[src/rtl/fwd_hazard_scoreboard_if.sv]
// fwd_hazard_scoreboard_if: ID-stage request and EX-stage forwarding/stall signals of the hazard scoreboard
interface fwd_hazard_scoreboard_if #(
    parameter int NUM_SRC = 2,
    parameter int AW      = 5,
    parameter int DEPTH   = 3,
    parameter int CNT_W   = 16
);
    localparam int SW = $clog2(DEPTH + 1);
    logic                  id_valid;
    logic [NUM_SRC*AW-1:0] id_src_addr;
    logic [NUM_SRC-1:0]    id_src_used;
    logic [AW-1:0]         id_rd;
    logic                  id_we;
    logic [SW-1:0]         id_lat;
    logic                  hold;
    logic                  flush;
    logic                  stall;
    logic                  ex_valid;
    logic [NUM_SRC*SW-1:0] ex_fwd_sel;
    logic [CNT_W-1:0]      stall_count;
    modport master (
        output id_valid, id_src_addr, id_src_used, id_rd, id_we, id_lat, hold, flush,
        input  stall, ex_valid, ex_fwd_sel, stall_count
    );
    modport slave (
        input  id_valid, id_src_addr, id_src_used, id_rd, id_we, id_lat, hold, flush,
        output stall, ex_valid, ex_fwd_sel, stall_count
    );
endinterface

[src/rtl/fwd_hazard_scoreboard.sv]
// fwd_hazard_scoreboard: operand forwarding selects and load-use interlock from a shadow pipeline of in-flight destinations
module fwd_hazard_scoreboard #(
    parameter int NUM_SRC = 2,
    parameter int AW      = 5,
    parameter int DEPTH   = 3,
    parameter int CNT_W   = 16
) (
    input logic clk,
    input logic rst,
    fwd_hazard_scoreboard_if.slave sb
);
    localparam int SW = $clog2(DEPTH + 1);
    logic [DEPTH:1]        v_q, v_d;
    logic [AW-1:0]         rd_q [1:DEPTH];
    logic [AW-1:0]         rd_d [1:DEPTH];
    logic [SW-1:0]         lat_q [1:DEPTH];
    logic [SW-1:0]         lat_d [1:DEPTH];
    logic                  ex_valid_q, ex_valid_d;
    logic [NUM_SRC*SW-1:0] ex_sel_q, ex_sel_d;
    logic [CNT_W-1:0]      cnt_q, cnt_d;
    logic [NUM_SRC*SW-1:0] sel;
    logic [NUM_SRC-1:0]    not_ready;
    logic [SW-1:0]         lat_in;
    logic                  stall;
    logic                  kill;

    // Resolve each source; scanning oldest to youngest lets the youngest producer overwrite older matches.
    always_comb begin
        sel = '0;
        not_ready = '0;
        for (int i = 0; i < NUM_SRC; i++) begin
            for (int k = DEPTH; k >= 1; k--) begin
                if (sb.id_valid && sb.id_src_used[i] && sb.id_src_addr[i*AW +: AW] != '0 &&
                    v_q[k] && rd_q[k] == sb.id_src_addr[i*AW +: AW]) begin
                    sel[i*SW +: SW] = k >= int'(lat_q[k]) ? SW'(k) : '0;
                    not_ready[i] = k < int'(lat_q[k]);
                end
            end
        end
    end

    assign stall  = sb.id_valid & ~sb.flush & ~sb.hold & (|not_ready);
    assign kill   = stall | sb.flush;
    assign lat_in = sb.id_lat == '0 ? SW'(1) : (int'(sb.id_lat) > DEPTH ? SW'(DEPTH) : sb.id_lat);

    // Next state: everything freezes on hold, otherwise the shadow pipeline shifts and takes the ID instruction or a bubble.
    always_comb begin
        v_d = v_q;
        rd_d = rd_q;
        lat_d = lat_q;
        ex_valid_d = ex_valid_q;
        ex_sel_d = ex_sel_q;
        cnt_d = cnt_q;
        if (!sb.hold) begin
            for (int k = DEPTH; k >= 2; k--) begin
                v_d[k] = v_q[k-1];
                rd_d[k] = rd_q[k-1];
                lat_d[k] = lat_q[k-1];
            end
            v_d[1] = ~kill & sb.id_valid & sb.id_we & (sb.id_rd != '0);
            rd_d[1] = sb.id_rd;
            lat_d[1] = lat_in;
            ex_valid_d = ~kill & sb.id_valid;
            ex_sel_d = kill ? '0 : sel;
            cnt_d = (stall && cnt_q != '1) ? cnt_q + CNT_W'(1) : cnt_q;
        end
    end

    // State registers; rd/lat payloads need no reset because v gates every use.
    always_ff @(posedge clk) begin
        rd_q <= rd_d;
        lat_q <= lat_d;
        if (rst) begin
            v_q <= '0;
            ex_valid_q <= 1'b0;
            ex_sel_q <= '0;
            cnt_q <= '0;
        end else begin
            v_q <= v_d;
            ex_valid_q <= ex_valid_d;
            ex_sel_q <= ex_sel_d;
            cnt_q <= cnt_d;
        end
    end

    assign sb.stall       = stall;
    assign sb.ex_valid    = ex_valid_q;
    assign sb.ex_fwd_sel  = ex_sel_q;
    assign sb.stall_count = cnt_q;
endmodule

[src/flat_wrapper.sv]
// flat-port wrapper written by rule: the top's interface ports become plain ports
module fwd_hazard_scoreboard_flat 
#(
    parameter int NUM_SRC = 2,
    parameter int AW      = 5,
    parameter int DEPTH   = 3,
    parameter int CNT_W   = 16
)
  (clk, rst, sb_id_valid, sb_id_src_addr, sb_id_src_used, sb_id_rd, sb_id_we, sb_id_lat, sb_hold, sb_flush, sb_stall, sb_ex_valid, sb_ex_fwd_sel, sb_stall_count);
  fwd_hazard_scoreboard_if #(.NUM_SRC(NUM_SRC), .AW(AW), .DEPTH(DEPTH), .CNT_W(CNT_W)) sb_i ();
  input logic clk;
  input logic rst;
  input wire logic [$bits(sb_i.id_valid)-1:0] sb_id_valid;
  input wire logic [$bits(sb_i.id_src_addr)-1:0] sb_id_src_addr;
  input wire logic [$bits(sb_i.id_src_used)-1:0] sb_id_src_used;
  input wire logic [$bits(sb_i.id_rd)-1:0] sb_id_rd;
  input wire logic [$bits(sb_i.id_we)-1:0] sb_id_we;
  input wire logic [$bits(sb_i.id_lat)-1:0] sb_id_lat;
  input wire logic [$bits(sb_i.hold)-1:0] sb_hold;
  input wire logic [$bits(sb_i.flush)-1:0] sb_flush;
  output wire logic [$bits(sb_i.stall)-1:0] sb_stall;
  output wire logic [$bits(sb_i.ex_valid)-1:0] sb_ex_valid;
  output wire logic [$bits(sb_i.ex_fwd_sel)-1:0] sb_ex_fwd_sel;
  output wire logic [$bits(sb_i.stall_count)-1:0] sb_stall_count;
  assign sb_i.id_valid = sb_id_valid;
  assign sb_i.id_src_addr = sb_id_src_addr;
  assign sb_i.id_src_used = sb_id_src_used;
  assign sb_i.id_rd = sb_id_rd;
  assign sb_i.id_we = sb_id_we;
  assign sb_i.id_lat = sb_id_lat;
  assign sb_i.hold = sb_hold;
  assign sb_i.flush = sb_flush;
  assign sb_stall = sb_i.stall;
  assign sb_ex_valid = sb_i.ex_valid;
  assign sb_ex_fwd_sel = sb_i.ex_fwd_sel;
  assign sb_stall_count = sb_i.stall_count;
  fwd_hazard_scoreboard #(.NUM_SRC(NUM_SRC), .AW(AW), .DEPTH(DEPTH), .CNT_W(CNT_W)) u_core (.clk(clk), .rst(rst), .sb(sb_i));
endmodule
[config.mk]
export PLATFORM = sky130hd
export DESIGN_NAME = fwd_hazard_scoreboard_flat
export DESIGN_NICKNAME = d
export VERILOG_FILES = /design/src/rtl/fwd_hazard_scoreboard_if.sv /design/src/rtl/fwd_hazard_scoreboard.sv /design/src/flat_wrapper.sv
export SDC_FILE = /design/constraint.sdc
export NUM_CORES = 1
export LEC_CHECK = 0
export ABC_AREA = 1
export CELL_PAD_IN_SITES_DETAIL_PLACEMENT = 2
export CELL_PAD_IN_SITES_GLOBAL_PLACEMENT = 2
export CORE_ASPECT_RATIO = 1.4
export CORE_MARGIN = 2
export CORE_UTILIZATION = 32
export CTS_CLUSTER_SIZE = 28
export DETAILED_ROUTE_END_ITERATION = 7
export PLACE_DENSITY = 0.9
export SLEW_MARGIN = 10
export SYNTH_ARGS = -nofsm -noshare
export SYNTH_HDL_FRONTEND = slang
export SYNTH_SLANG_ARGS = --single-unit
export TNS_END_PERCENT = 100
[constraint.sdc]
create_clock -name clk -period 3.85 [get_ports clk]
set_clock_uncertainty 0.1 [all_clocks]
set_input_delay 0.77 -clock clk [delete_from_list [all_inputs] [get_ports clk]]
set_output_delay 0.77 -clock clk [all_outputs]
set_load 0.05 [all_outputs]
# After elaboration in Yosys (flattened, before gate mapping)
# Index checks and enable logic that the tools add are counted.
dict set report totals {
  ff_bits 43
  input_bits 25
  out_inout_bits 22
  wordCells 67
}
dict set report op_classes {
  add_sub_neg 1
  magnitude_cmp 4
  n_eq_ne 7
  muxes 13
  n_bitwise 10
  reduce_logical 23
}
# op n
set op_table {}
lappend op_table {{== test 5 bit} 6}
lappend op_table {{logical AND 1 bit} 17}
lappend op_table {{adder 16 x 1 -> 16 bit (second input constant)} 1}
lappend op_table {{inequality test 16 bit (second input constant)} 1}
lappend op_table {{nonzero test 5 bit} 3}
lappend op_table {{two-way mux 2 bit} 7}
lappend op_table {{AND 1 bit} 6}
lappend op_table {{two-way mux 1 bit} 5}
lappend op_table {{two-way mux 4 bit} 1}
lappend op_table {{NOT 1 bit} 3}
lappend op_table {{greater-or-equal comparator 1 x 2 -> 1 bit (first input constant)} 1}
lappend op_table {{greater-or-equal comparator 2 bit (first input constant)} 1}
lappend op_table {{zero test 2 bit} 1}
lappend op_table {{< comparator 1 x 2 -> 1 bit (first input constant)} 1}
lappend op_table {{< comparator 2 bit (first input constant)} 1}
lappend op_table {{AND reduction 2 bit} 1}
lappend op_table {{OR reduction 2 bit} 1}
lappend op_table {{bitwise OR 1 bit} 1}

# Depth between registers and ports, before layout
dict set report depth {
  ltp_word 13
  depth_mapped 13
  mapped_depth_nobuf 13
}

# Worst setup path after synthesis
# Ideal clock, no wire load.
dict set report synth_timing {
  path_kind {input -> output}
  from {input port sb_hold}
  to {output port sb_stall}
  arrival_ns 1.878
  required_ns 2.980
  slack_ns 1.102
  cell_stages 5
  n_path_buf 0
  path_cell_list {clkinv_1 -> nand2_1 -> nor2_1 -> nand2_4 -> clkinv_2}
}
dict set report synth_via {
  elab_chain_len 3
}
# element line
set synth_rtl {}
lappend synth_rtl {{start: declaration} flat_wrapper.sv:19} ;# input wire logic [$bits(sb_i.hold)-1:0] sb_hold;
lappend synth_rtl {{NOT 1 bit} fwd_hazard_scoreboard.sv:42} ;# assign stall = sb.id_valid & ~sb.flush & ~sb.hold & (|not_ready);
lappend synth_rtl {{AND 1 bit (2 in a row)} fwd_hazard_scoreboard.sv:42}
lappend synth_rtl {{end: declaration} flat_wrapper.sv:21} ;# output wire logic [$bits(sb_i.stall)-1:0] sb_stall;
# No other way between the ends.

# Worst setup path in the final report
dict set report layout_timing {
  from {input port sb_id_src_addr[3]}
  to {output port sb_stall}
}
dict set report layout_via {
  elab_chain_len 8
  word_cells_on_any_way 12
  cone_classes {eq/ne: 2; mux: 2; bitwise: 1; reduce/logical: 7}
}
# element line
set layout_rtl {}
lappend layout_rtl {{start: declaration} flat_wrapper.sv:14} ;# input wire logic [$bits(sb_i.id_src_addr)-1:0] sb_id_src_addr;
lappend layout_rtl {{nonzero test 5 bit} fwd_hazard_scoreboard.sv:33} ;# if (sb.id_valid && sb.id_src_used[i] && sb.id_src_addr[i*AW +: AW] != '0 &&
lappend layout_rtl {{logical AND 1 bit (2 in a row)} fwd_hazard_scoreboard.sv:33}
lappend layout_rtl {{logical AND 1 bit} fwd_hazard_scoreboard.sv:34} ;# v_q[k] && rd_q[k] == sb.id_src_addr[i*AW +: AW]) begin
lappend layout_rtl {{two-way mux 1 bit} fwd_hazard_scoreboard.sv:33}
lappend layout_rtl {{two-way mux 1 bit *} fwd_hazard_scoreboard.sv:33}
lappend layout_rtl {{OR reduction 2 bit *} fwd_hazard_scoreboard.sv:42}
lappend layout_rtl {{AND 1 bit *} fwd_hazard_scoreboard.sv:42}
# Every way passes the cells marked *; elsewhere a longest branch is shown, timed or not.

==> results.py <==
metrics = {
    "outcome": {
        "outcome": "finished clean",
    },
    "cells_and_area": {
        "final_util_pct": 42.2,
        "fin_area_mm2": 0.00327,
        "stdcell_count": 485,
        "fillers": 901,
        "layout_common_cells": "nand2_1 (91), clkdlybuf4s50_1 (45), inv_1 (33)",
        "area_delta_synth_final_pct": 27.7,
        "final_common_cell": "nand2_1",
        "n_antenna_cell": 0,
        "layout-drive-gt1-share_pct": 9.09,
        "fin_nets": 410,
    },
    "detailed_routing": {
        "drc_errors": 0,
        "routed-via-count": 2569,
        "drt-vias-per-instance": 5.30,
        "finalWirelength_mm": 9.17,
        "wl_per_cell_um": 18.9,
        "antenna_left": 0,
        "dr.pass1.iters": 4,
        "drt_iter0_drc": 76,
    },
    "synthesis": {
        "synth_top_area_share_pct": 22.3,
        "synth-seq-cells": 43,
        "synthTopCellsByArea": "edfxtp_1 (22%), dfxtp_1 (19%), nand2_1 (13%)",
        "async_flop_share_pct": 0,
        "ys_seq_area_share_pct": 41.1,
        "netlist_instances": 334,
        "netlist_area_mm2": 0.00256,
        "synth-edff-count": 19,
        "synth_warnings": 0,
        "synth_fp_nets": 360,
        "yosysUniqueCellTypes": 35,
        "dominantRegCellSynth": "dfxtp_1",
        "synth_top_area_cell": "edfxtp_1",
        "avgSynthCellArea_um2": 7.66,
    },
    "floorplanning": {
        "dieArea_mm2": 0.00873,
        "initial_utilization_pct": 33.0,
        "boundaryPins": 47,
        "fp.dieH_um": 110,
        "die_width_um": 79.6,
        "core-area_mm2": 0.00775,
        "num_rows": 38,
    },
    "power_and_ir_drop": {
        "seqPwrFrac_pct": 49.2,
        "pwr-share-comb_pct": 12.3,
        "p_int_uw": 780,
        "cellLeakagePower_uw": 0.00131,
        "irDropWorstVdd_uv": 167,
        "net-switching-power_uw": 264,
        "power_density_mw_per_mm2": 319,
        "pwr-share-clk_pct": 38.4,
        "swShare_pct": 25.3,
    },
    "sta": {
        "max_slew.worst_pin.slew_ns": 0.522,
        "maxSlewViolCount": 0,
        "post-route-period-util_pct": 95.5,
        "finalHoldViolCount": 0,
        "clock.fmax_mhz": 272,
        "finalSetupViolations": 0,
        "finalCriticalPeriod_ns": 3.68,
        "rsz0062_at_grt": "no",
        "final.setup.tns_ns": 0,
        "relSlewSlack_pct": 64.9,
        "setup_ws_ns": 0.174,
    },
    "placed_design": {
        "post-place-ws_ns": 0.323,
        "gp_congestion": 0.886,
        "dp_cells": 477,
        "placed_cell_area_mm2": 0.00314,
        "dp_hpwl_mm": 7.05,
        "numPortBuffers": 46,
    },
    "grt": {
        "grt_max_degree": 28,
        "grt_pass1_vias": 2844,
        "antenna_found_initial": 0,
        "grtUsageTotal_pct": 23.1,
        "gr-total-overflow": 0,
        "grt_pass1_wl_mm": 15.2,
    },
    "clock_network": {
        "cts_setup_buffers": 0,
        "insertion_delay_ns": 0.30,
        "clock-root-buffer": "clkbuf_8",
        "hold_buffers": 0,
        "clk_pin_slew_ns": 0.08,
        "cts_buffers": 5,
        "ctsResizeCount": 0,
        "cts_num_sinks": 43,
        "cts_max_level": 2,
        "cts_tree": "yes",
        "clk_path_buf_depth": 2,
    },
    "worst_hold_path": {
        "min_to": "u_core.lat_q[2]",
        "whs_path_depth": 0,
        "min_path_type": "flop to flop",
        "hold_start": "u_core.lat_q[4]",
    },
    "setup_path": {
        "arrival_ns": 2.81,
        "ff2ff_path_depth": 13,
        "startpoint_type": "input pin",
        "crit_required_ns": 2.98,
        "critPathKind": "input pin to primary output",
        "cp-end-kind": "primary output",
        "crit_path_max_fanout": 6,
        "r2r_setup_slack_ns": 1.49,
        "r2r-end": "u_core.sb.stall_count[3]",
        "regToRegStartpoint": "u_core.rd_q[14]",
    },
    "run": {
        "maxCapViolations": 0,
    },
}
[stage by stage]
stage | hold WS, ns | power [uW]
finish | 0.334 | 1040
global route | 0.357 | 1080
CTS | 0.338 | 1050
detailed placement | 0.317 | 652
global placement | 0.302 | 644
floorplan | 0.300 | 581
[per-layer routing]
| layer | global-route usage, % | up-vias | part of all wire [%] | wire (um) |
|---|---|---|---|---|
| li1 | - | 1210 | - | - |
| met4 | 12.9 | 0 | 4.9 | 448 |
| met3 | 2.87 | 31 | 2.7 | 252 |
| met1 | 26.4 | 1268 | 40 | 3630 |
| met2 | 41.1 | 60 | 53 | 4840 |
| met5 | 0 | - | 0 | 0 |
[area by class of cell]
class	instances	area, um^2	share of cell area (%)
Clock inverter	1	30.0	0.919
Sequential cell	43	1050	32.2
Clock buffer	7	97.6	2.99
Multi-Input combinational cell	242	1300	39.9
Inverter	42	159	4.86
Timing Repair Buffer	50	500	15.3
Tap cell	100	125	3.83
[power groups by stage]
stage	Clock, uW	Sequential, uW	Combinational, uW
floorplan	0	521	59.6
global placement	0	522	121
detailed placement	0	524	128
CTS	411	514	130
global route	425	516	142
finish	401	514	129
[how the worst max path moves through the flow]
stage                      start  endpoint  slack (ns)  depth (start not counted)
2_1_floorplan            sb_hold  sb_stall        1.10                          5
3_3_place_gp   sb_id_src_addr[5]  sb_stall        0.46                         12
3_5_place_dp   sb_id_src_addr[5]  sb_stall        0.32                         12
4_1_cts        sb_id_src_addr[3]  sb_stall        0.21                         12
5_1_grt        sb_id_src_addr[3]  sb_stall         0.1                         12
6_report       sb_id_src_addr[3]  sb_stall        0.17                         12
[Yosys cell counts (2+ instances only)]
master and count:
nand2_1 91, inv_1 33, a21oi_1 31, nand4_1 25, dfxtp_1 24, nor2_1 20
edfxtp_1 19, nand3_1 18, o21ai_0 11, xnor2_1 11, xor2_1 11, inv_2 7
clkbuf_1 3, nand3_4 3, nor2_4 3, buf_2 2, buf_6 2, nand3_2 2
nand4_2 2
[flip-flops by register name, indices dropped and copies added, names as in the netlist]
signal and cells:
u_core.lat_q 4, u_core.sb.ex_valid 1, u_core.sb.ex_fwd_sel 4, u_core.v_q 3, u_core.sb.stall_count 16, u_core.rd_q 15
[kinds of logic (layout without fill, tap and decap cells)]
kind of cell / count (synthesis) / count (layout) / synth area share [%]
fa+ha+maj: 1 / 1 / 0.489
compound gates: 44 / 44 / 8.86
buf+inv: 49 / 100 / 7.93
xor+xnor: 22 / 22 / 7.53
flops: 43 / 43 / 41.1
simple gates: 175 / 175 / 34.1
[critical path, cell delays in order]
cell and delay [ns]:
clkdlybuf4s50_1 0.67, inv_2 0.10, a21oi_1 0.14, nand2_1 0.09, nor2_1 0.18, nand4_1 0.22
nand2_1 0.13, inv_1 0.08, nand3_4 0.08, nand2_4 0.07, clkinv_2 0.12, buf_12 0.14
(Power assumes the default switching activity.)
